$ cat config.mk
export PLATFORM = sky130hd
export DESIGN_NAME = id_ex_stage
export DESIGN_NICKNAME = d
export VERILOG_FILES = /design/src/rtl/id_ex_stage.sv
export SDC_FILE = /design/constraint.sdc
export NUM_CORES = 1
export LEC_CHECK = 0
export CORE_MARGIN = 8
export CORE_UTILIZATION = 47
export CTS_BUF_LIST = sky130_fd_sc_hd__clkbuf_16
export CTS_CLUSTER_DIAMETER = 80
export DETAILED_ROUTE_END_ITERATION = 6
export PLACE_DENSITY = 0.82
export SYNTH_ARGS = -nofsm -noshare
export SYNTH_HDL_FRONTEND = slang
export SYNTH_SLANG_ARGS = --single-unit
$ cat constraint.sdc
create_clock -name clk -period 1.8 [get_ports clk]
set_input_delay 0.36 -clock clk [delete_from_list [all_inputs] [get_ports clk]]
set_output_delay 0.36 -clock clk [all_outputs]
set_load 0.005 [all_outputs]
$ cat src/rtl/id_ex_stage.sv
// ID/EX pipeline register with load-use hazard detection and redirect squash.
// Optional hazard counters (stall_cnt, flush_cnt) are enabled by defining IDEX_HAZARD_STATS_EN.
module id_ex_stage #(
    parameter int unsigned DW = 32,
    parameter int unsigned RW = 5
) (
    input  logic          clk,
    input  logic          rst,
    input  logic          id_valid,
    input  logic          id_RegWrite,
    input  logic          id_MemToReg,
    input  logic          id_MemWrite,
    input  logic          id_BranchEq,
    input  logic          id_Jump,
    input  logic          id_ALUSrc,
    input  logic          id_RegDst,
    input  logic [2:0]    id_ALUc,
    input  logic [DW-1:0] id_rs_data,
    input  logic [DW-1:0] id_rt_data,
    input  logic [DW-1:0] id_imm,
    input  logic [DW-1:0] id_pc4,
    input  logic [RW-1:0] id_rs,
    input  logic [RW-1:0] id_rt,
    input  logic [RW-1:0] id_rd,
    input  logic          flush,
    output logic          ex_valid,
    output logic          ex_RegWrite,
    output logic          ex_MemToReg,
    output logic          ex_MemWrite,
    output logic          ex_BranchEq,
    output logic          ex_Jump,
    output logic          ex_ALUSrc,
    output logic [2:0]    ex_ALUc,
    output logic [DW-1:0] ex_rs_data,
    output logic [DW-1:0] ex_rt_data,
    output logic [DW-1:0] ex_imm,
    output logic [DW-1:0] ex_pc4,
    output logic [RW-1:0] ex_rs,
    output logic [RW-1:0] ex_rt,
    output logic [RW-1:0] ex_wreg,
`ifdef IDEX_HAZARD_STATS_EN
    output logic [31:0]   stall_cnt,
    output logic [31:0]   flush_cnt,
`endif
    output logic          stall
);

    typedef struct packed {
        logic       RegWrite;
        logic       MemToReg;
        logic       MemWrite;
        logic       BranchEq;
        logic       Jump;
        logic       ALUSrc;
        logic [2:0] ALUc;
    } ctrl_t;

    logic          valid_q, valid_d;
    ctrl_t         ctrl_q, ctrl_d, id_ctrl;
    logic [DW-1:0] rs_data_q, rs_data_d;
    logic [DW-1:0] rt_data_q, rt_data_d;
    logic [DW-1:0] imm_q, imm_d;
    logic [DW-1:0] pc4_q, pc4_d;
    logic [RW-1:0] rs_q, rs_d;
    logic [RW-1:0] rt_q, rt_d;
    logic [RW-1:0] wreg_q, wreg_d;

    logic uses_rs, uses_rt, load_use;

    always_comb begin
        uses_rs  = id_valid & ~id_Jump;
        uses_rt  = id_valid & (~id_RegDst | id_BranchEq | id_MemWrite);
        load_use = valid_q & ctrl_q.MemToReg & (wreg_q != '0)
                 & ((uses_rs & (wreg_q == id_rs)) | (uses_rt & (wreg_q == id_rt)));
    end

    assign stall = load_use & ~flush & ~rst;

    always_comb begin
        id_ctrl = '{RegWrite: id_RegWrite, MemToReg: id_MemToReg, MemWrite: id_MemWrite,
                    BranchEq: id_BranchEq, Jump: id_Jump, ALUSrc: id_ALUSrc, ALUc: id_ALUc};
        valid_d   = valid_q;
        ctrl_d    = ctrl_q;
        rs_data_d = rs_data_q;
        rt_data_d = rt_data_q;
        imm_d     = imm_q;
        pc4_d     = pc4_q;
        rs_d      = rs_q;
        rt_d      = rt_q;
        wreg_d    = wreg_q;
        // Bubbles clear valid and controls only; data fields keep their old contents.
        if (flush || stall) begin
            valid_d = 1'b0;
            ctrl_d  = '0;
        end else begin
            valid_d   = id_valid;
            ctrl_d    = id_valid ? id_ctrl : '0;
            rs_data_d = id_rs_data;
            rt_data_d = id_rt_data;
            imm_d     = id_imm;
            pc4_d     = id_pc4;
            rs_d      = id_rs;
            rt_d      = id_rt;
            wreg_d    = id_RegDst ? id_rt : id_rd;
        end
    end

    always_ff @(posedge clk) begin
        if (rst) begin
            valid_q   <= 1'b0;
            ctrl_q    <= '0;
            rs_data_q <= '0;
            rt_data_q <= '0;
            imm_q     <= '0;
            pc4_q     <= '0;
            rs_q      <= '0;
            rt_q      <= '0;
            wreg_q    <= '0;
        end else begin
            valid_q   <= valid_d;
            ctrl_q    <= ctrl_d;
            rs_data_q <= rs_data_d;
            rt_data_q <= rt_data_d;
            imm_q     <= imm_d;
            pc4_q     <= pc4_d;
            rs_q      <= rs_d;
            rt_q      <= rt_d;
            wreg_q    <= wreg_d;
        end
    end

    assign ex_valid    = valid_q;
    assign ex_RegWrite = ctrl_q.RegWrite;
    assign ex_MemToReg = ctrl_q.MemToReg;
    assign ex_MemWrite = ctrl_q.MemWrite;
    assign ex_BranchEq = ctrl_q.BranchEq;
    assign ex_Jump     = ctrl_q.Jump;
    assign ex_ALUSrc   = ctrl_q.ALUSrc;
    assign ex_ALUc     = ctrl_q.ALUc;
    assign ex_rs_data  = rs_data_q;
    assign ex_rt_data  = rt_data_q;
    assign ex_imm      = imm_q;
    assign ex_pc4      = pc4_q;
    assign ex_rs       = rs_q;
    assign ex_rt       = rt_q;
    assign ex_wreg     = wreg_q;

`ifdef IDEX_HAZARD_STATS_EN
    logic [31:0] stall_cnt_q, flush_cnt_q;

    always_ff @(posedge clk) begin
        if (rst) begin
            stall_cnt_q <= '0;
            flush_cnt_q <= '0;
        end else begin
            stall_cnt_q <= stall_cnt_q + {31'd0, stall};
            flush_cnt_q <= flush_cnt_q + {31'd0, flush};
        end
    end

    assign stall_cnt = stall_cnt_q;
    assign flush_cnt = flush_cnt_q;
`endif

endmodule
=== After elaboration in Yosys (flattened, before gate mapping) ===
Index checks and enable logic that the tools add are counted.

* Register bits after elaboration: 153
* Output and inout bits: 154
* Word-level logic and storage cells: 39

* Equal/unequal tests: 2
* Muxes and demuxes: 1
* Bitwise gates (word level): 17
* Reductions and logical operators: 4

{| class="wikitable"
|+ Operators with widths
! operator !! count
|-
| 5-bit equality test || 2
|-
| 1-bit bitwise AND || 9
|-
| 5-bit 2-to-1 mux || 1
|-
| 1-bit inverter || 5
|-
| 5-bit nonzero test || 1
|-
| 1-bit bitwise OR || 3
|-
| 3-bit OR reduction || 1
|-
| 2-bit OR reduction || 1
|-
| 1-bit logical OR || 1
|}

=== Depth between registers and ports, before layout ===
* Word-level depth: 11
* Mapped depth: 9
* Mapped depth without buffers: 5

=== Worst setup path after synthesis ===
OpenSTA, ideal clock, no wires.

* Path kind: in2out
* From: in id_RegDst
* To: out stall
* Arrival time: 1317 ps
* Data required time: 1440 ps
* Setup slack: 123 ps
* Cell stages on the path: 5
* Cell sequence: buf_1 > a21oi_1 > a32oi_1 > clkbuf_1 > nor2_1

* Longest elaborated chain between the ends: 9

{| class="wikitable"
|+ RTL lines
! what !! RTL line !! source
|-
| start, declared || 16 || <nowiki>input logic id_RegDst,</nowiki>
|-
| 1-bit inverter || 72 || <nowiki>uses_rt = id_valid & (~id_RegDst | id_BranchEq | id_MemWrite);</nowiki>
|-
| 1-bit bitwise OR (2 in a row) || 72 ||
|-
| 1-bit bitwise AND || 72 ||
|-
| 1-bit bitwise AND || 74 || <nowiki>& ((uses_rs & (wreg_q == id_rs)) | (uses_rt & (wreg_q == id_rt)));</nowiki>
|-
| 1-bit bitwise OR || 74 ||
|-
| 1-bit bitwise AND || 74 ||
|-
| 1-bit bitwise AND (2 in a row) || 77 || <nowiki>assign stall = load_use & ~flush & ~rst;</nowiki>
|-
| end, declared || 45 || <nowiki>output logic stall</nowiki>
|}

Every way passes these cells.

=== Worst setup path after layout ===
* From: reg wreg_q[4], in the netlist ex_wreg[4]
* To: out stall

* Longest elaborated chain between the ends: 6
* Elaborated cells between the ends (all ways): 10
* Classes of those cells: eq/ne: 2; bitwise: 7; reduce/logical: 1

{| class="wikitable"
|+ RTL lines
! what !! RTL line !! source
|-
| start, declared || 66 || <nowiki>logic [RW-1:0] wreg_q, wreg_d;</nowiki>
|-
| start signal, assigned || 128 || <nowiki>wreg_q <= wreg_d;</nowiki>
|-
| 5-bit equality test || 74 ||
|-
| 1-bit bitwise AND || 74 ||
|-
| 1-bit bitwise OR || 74 ||
|-
| 1-bit bitwise AND * || 74 ||
|-
| 1-bit bitwise AND * (2 in a row) || 77 ||
|}

Every way passes the cells marked *; elsewhere a longest branch is shown, timed or not.

==> metrics.md <==
| Metric | Value |
|---|---|
| Net Sw Frac | `0.281` |
| Setup violators final | `155` |
| Worst-Margin Slew | `0.755 ns` |
| Most frequent cell after synthesis | `nand2_1` |
| Leak Pwr | `0.00532 uW` |
| Register area share after synthesis | `0.332` |
| P per Cell Area | `729 nW/um^2` |
| Mapped cell area | `9240 um^2` |
| Global route overflow | `0` |
| Fin crit share | `1.16` |
| Die width | `156 um` |
| Slew Viols, Final | `0` |
| #FFs+latches synth | `153` |
| Number of synthesized flops with an enable pin | `0` |
| Final Skew | `0.00994 ns` |
| Synth area leaders | `dfxtp_1 (33%), nand4b_1 (13%), nand2_1 (11%), nor3b_1 (11%), a21oi_1 (7.5%)` |
| Initial detailed-routing violation count | `869` |
| Fmax | `478 MHz` |
| Reg power frac | `0.391` |
| Comb power frac | `0.248` |
| Synth top area share | `0.332` |
| MaxCap Viol Count | `0` |
| Synth area leader | `dfxtp_1` |
| Minimum clock period | `roughly 2.1 ns` |
| # clock sinks | `153` |
| NumNets Final | `roughly 1700` |
| Kind of start point of the critical path | `register` |
| CTS tree | `built` |
| Asr flop ratio synth | `0` |
| Vias | `10700` |
| Placer Congestion | `0.787` |
| Syn_area_per_cell | `~7.0 um^2` |
| Worst vdd ir | `0.000579 V` |
| Status | `finished, violations left` |
| Ratio of cells with drive above 1 in the final layout | `0.0870` |
| Synth cell count leaders | `nand2_1 (277), dfxtp_1 (153), nor2_1 (144), a21oi_1 (139)` |
| IO Port Bufs | `310` |
| Critical path arrival | `1.73 ns` |
| Hpwl dp | `20900 um` |
| Die area | `between 20000 and 25000 um^2` |
| First-pass GRT wire length | `approximately 53000 um` |
| Worst EP required | `around 1.4 ns` |
| Dpl ws | `-0.877 ns` |
| Die height | `156 um` |
| Reg-to-reg slack, setup | `-0.20 ns` |
| Reg2reg end | `ex_wreg[3]$_SDFFE_PP0N_` |
| IO Pins | `about 310` |
| Vias per inst | `roughly 5.8` |
| Clock Power Share | `0.360` |
| Slew headroom | `0.497` |
| Synth Flop Type | `dfxtp_1` |
| DRT Pass-1 Iters | `6` |
| H-tree depth | `4` |
| Vias in the first global route | `10000` |
| Crit Reg-Reg Startpoint | `ex_wreg[1]$_SDFFE_PP0N_` |
| Clk buf depth | `2` |
| Critical path endpoint | `stall` |
| Cts hold-fix bufs | `0` |
| Site row count | `51` |
| HP Start | `id_RegWrite` |
| Setup ws final | `-0.292 ns` |
| Clock Tree Root | `clkbuf_16` |
| Antenna-violating nets left | `0` |
| CTS buffer count | `17` |
| Hold Violations, Final | `0` |
| CP Launch Point | `ex_wreg[4]$_SDFFE_PP0N_` |
| Net Sw Power | `2860 uW` |
| Crit end category | `output pin` |
| Mapped Cells | `approximately 1300` |
| Initial antenna violation count | `1` |
| Critical path type | `reg -> out` |
| HP Class | `in -> reg` |
| Violated checks | `setup timing` |
| Synth Warn # | `0` |
| DRC viols | `0` |
| Drt total wl | `~36000 um` |
| Final instance area | `roughly 14000 um^2` |
| Max FO, Critical Path | `3` |
| CORE AREA | `19400 um^2` |
| Reg2reg path depth | `8` |
| Pin count of the biggest net entering global routing | `197` |
| Yosys cell types | `26` |
| Clock slew at reported path FFs | `0.07 ns` |
| Clk Latency, worst-skew pair | `between 0.4 and 0.5 ns` |
| All-Layer GR Usage | `0.266` |
| Cell-internal power | `7330 uW` |
| Area grow syn2layout | `51.3%` |
| Syn_nets | `approximately 1500` |
| Placed cell areas | `12800 um^2` |
| Routed length per instance | `just under 20 um` |
| Starting density of the core | `0.476` |
| Unrepaired setup endpoints after global routing | `yes` |
area by class of cell:
class,count,area [um^2]
sequential,153,3070
antenna,1,2.50
inverter,5,18.8
clock inverter,15,161
clock buffer,17,425
timing repair buffer,390,4260
fill,1520,5420
tap,265,332
multi-input combinational,1017,5700
flip-flops by register name, summed over array words and instances, names as in the netlist:
signal       cells
ex_rs            5
ex_ALUSrc        1
ex_MemWrite      1
ex_Jump          1
ex_RegWrite      1
ex_BranchEq      1
ex_imm          32
ex_rt_data      32
ex_valid         1
ex_pc4          32
ex_ALUc          3
ex_MemToReg      1
ex_rt            5
ex_wreg          5
ex_rs_data      32
worst min path at each step:
stage                         endpoint  slack, ns  depth (start not counted)
5_1_grt          ex_ALUc[2]$_SDFF_PP0_       0.50                          2
4_1_cts         ex_RegWrite$_SDFF_PP0_       0.50                          2
6_report        ex_RegWrite$_SDFF_PP0_       0.50                          2
2_1_floorplan     ex_ALUSrc$_SDFF_PP0_       0.48                          1
3_3_place_gp   ex_pc4[13]$_SDFFE_PP0N_       0.50                          2
3_5_place_dp   ex_wreg[1]$_SDFFE_PP0N_       0.50                          2
what timing repair did:
action	4_1_cts	5_1_grt
pin swaps	5	0
gates resized for setup	31	20
endpoints found under the setup margin	159	157
cloned	3	13
setup buffers	5	5
metal layers:
metal	global-route usage	up-vias	share of wire
li1	-	5109	-
met1	0.333	5082	0.40
met2	0.423	476	0.47
met3	0.0814	80	0.092
met4	0.0984	0	0.033
met5	0	-	0
power groups by stage:
stage | combinational, uW | sequential [uW] | clock (uW)
floorplan | 948 | 4040 | 0
global placement | 2280 | 4030 | 0
detailed placement | 2320 | 4040 | 0
CTS | 2400 | 3980 | 3680
global route | 2720 | 4030 | 3850
finish | 2530 | 3990 | 3670
stage by stage:
stage                     utilization  hold WS [ns]  TNS, ns  power [uW]  cells
final                           0.720         0.505   -16.65       10200   1863
after global routing            0.720         0.503   -27.24       10600   1863
after CTS                       0.700         0.496   -10.14       10100   1844
after detailed placement        0.660         0.503  -119.70        6360   1804
after global placement          0.660         0.498  -120.98        6310   1804
after floorplan                     -         0.482        0        4990   1316
placed cells by master (no fill, tap or decap), types with 23 or more instances in the layout:
| cell | netlist | final |
|---|---|---|
| dfxtp_1 | 153 | 148 |
| buf_4 | 2 | 38 |
| nand4b_1 | 138 | 138 |
| nand3_1 | 138 | 137 |
| nand2_1 | 277 | 276 |
| buf_12 | 0 | 23 |
| nor2_1 | 144 | 141 |
| clkdlybuf4s50_1 | 0 | 296 |
| a21oi_1 | 139 | 139 |
| clkbuf_16 | 0 | 27 |
| nor3b_1 | 138 | 138 |
worst max-delay path, stage by stage (launching register included):
cell and delay, ns:
dfxtp_2 0.34, xor2_1 0.18, nor4_2 0.29, buf_4 0.17, a32oi_4 0.06, nor2_2 0.11, buf_2 0.15
cell families (layout without fill, tap and decap cells):
group | count (synthesis) | count (layout) | synth area share
multiplexers | 5 | 5 | 0.00610
AO/OA/AOI/OAI | 155 | 155 | 0.0886
flip-flops | 153 | 153 | 0.332
buffers and inverters | 146 | 427 | 0.0662
AND/OR/NAND/NOR | 847 | 847 | 0.498
XOR/XNOR | 10 | 10 | 0.00948
other | 0 | 1 | 0
Note: power is estimated with default switching activity, not from simulation.
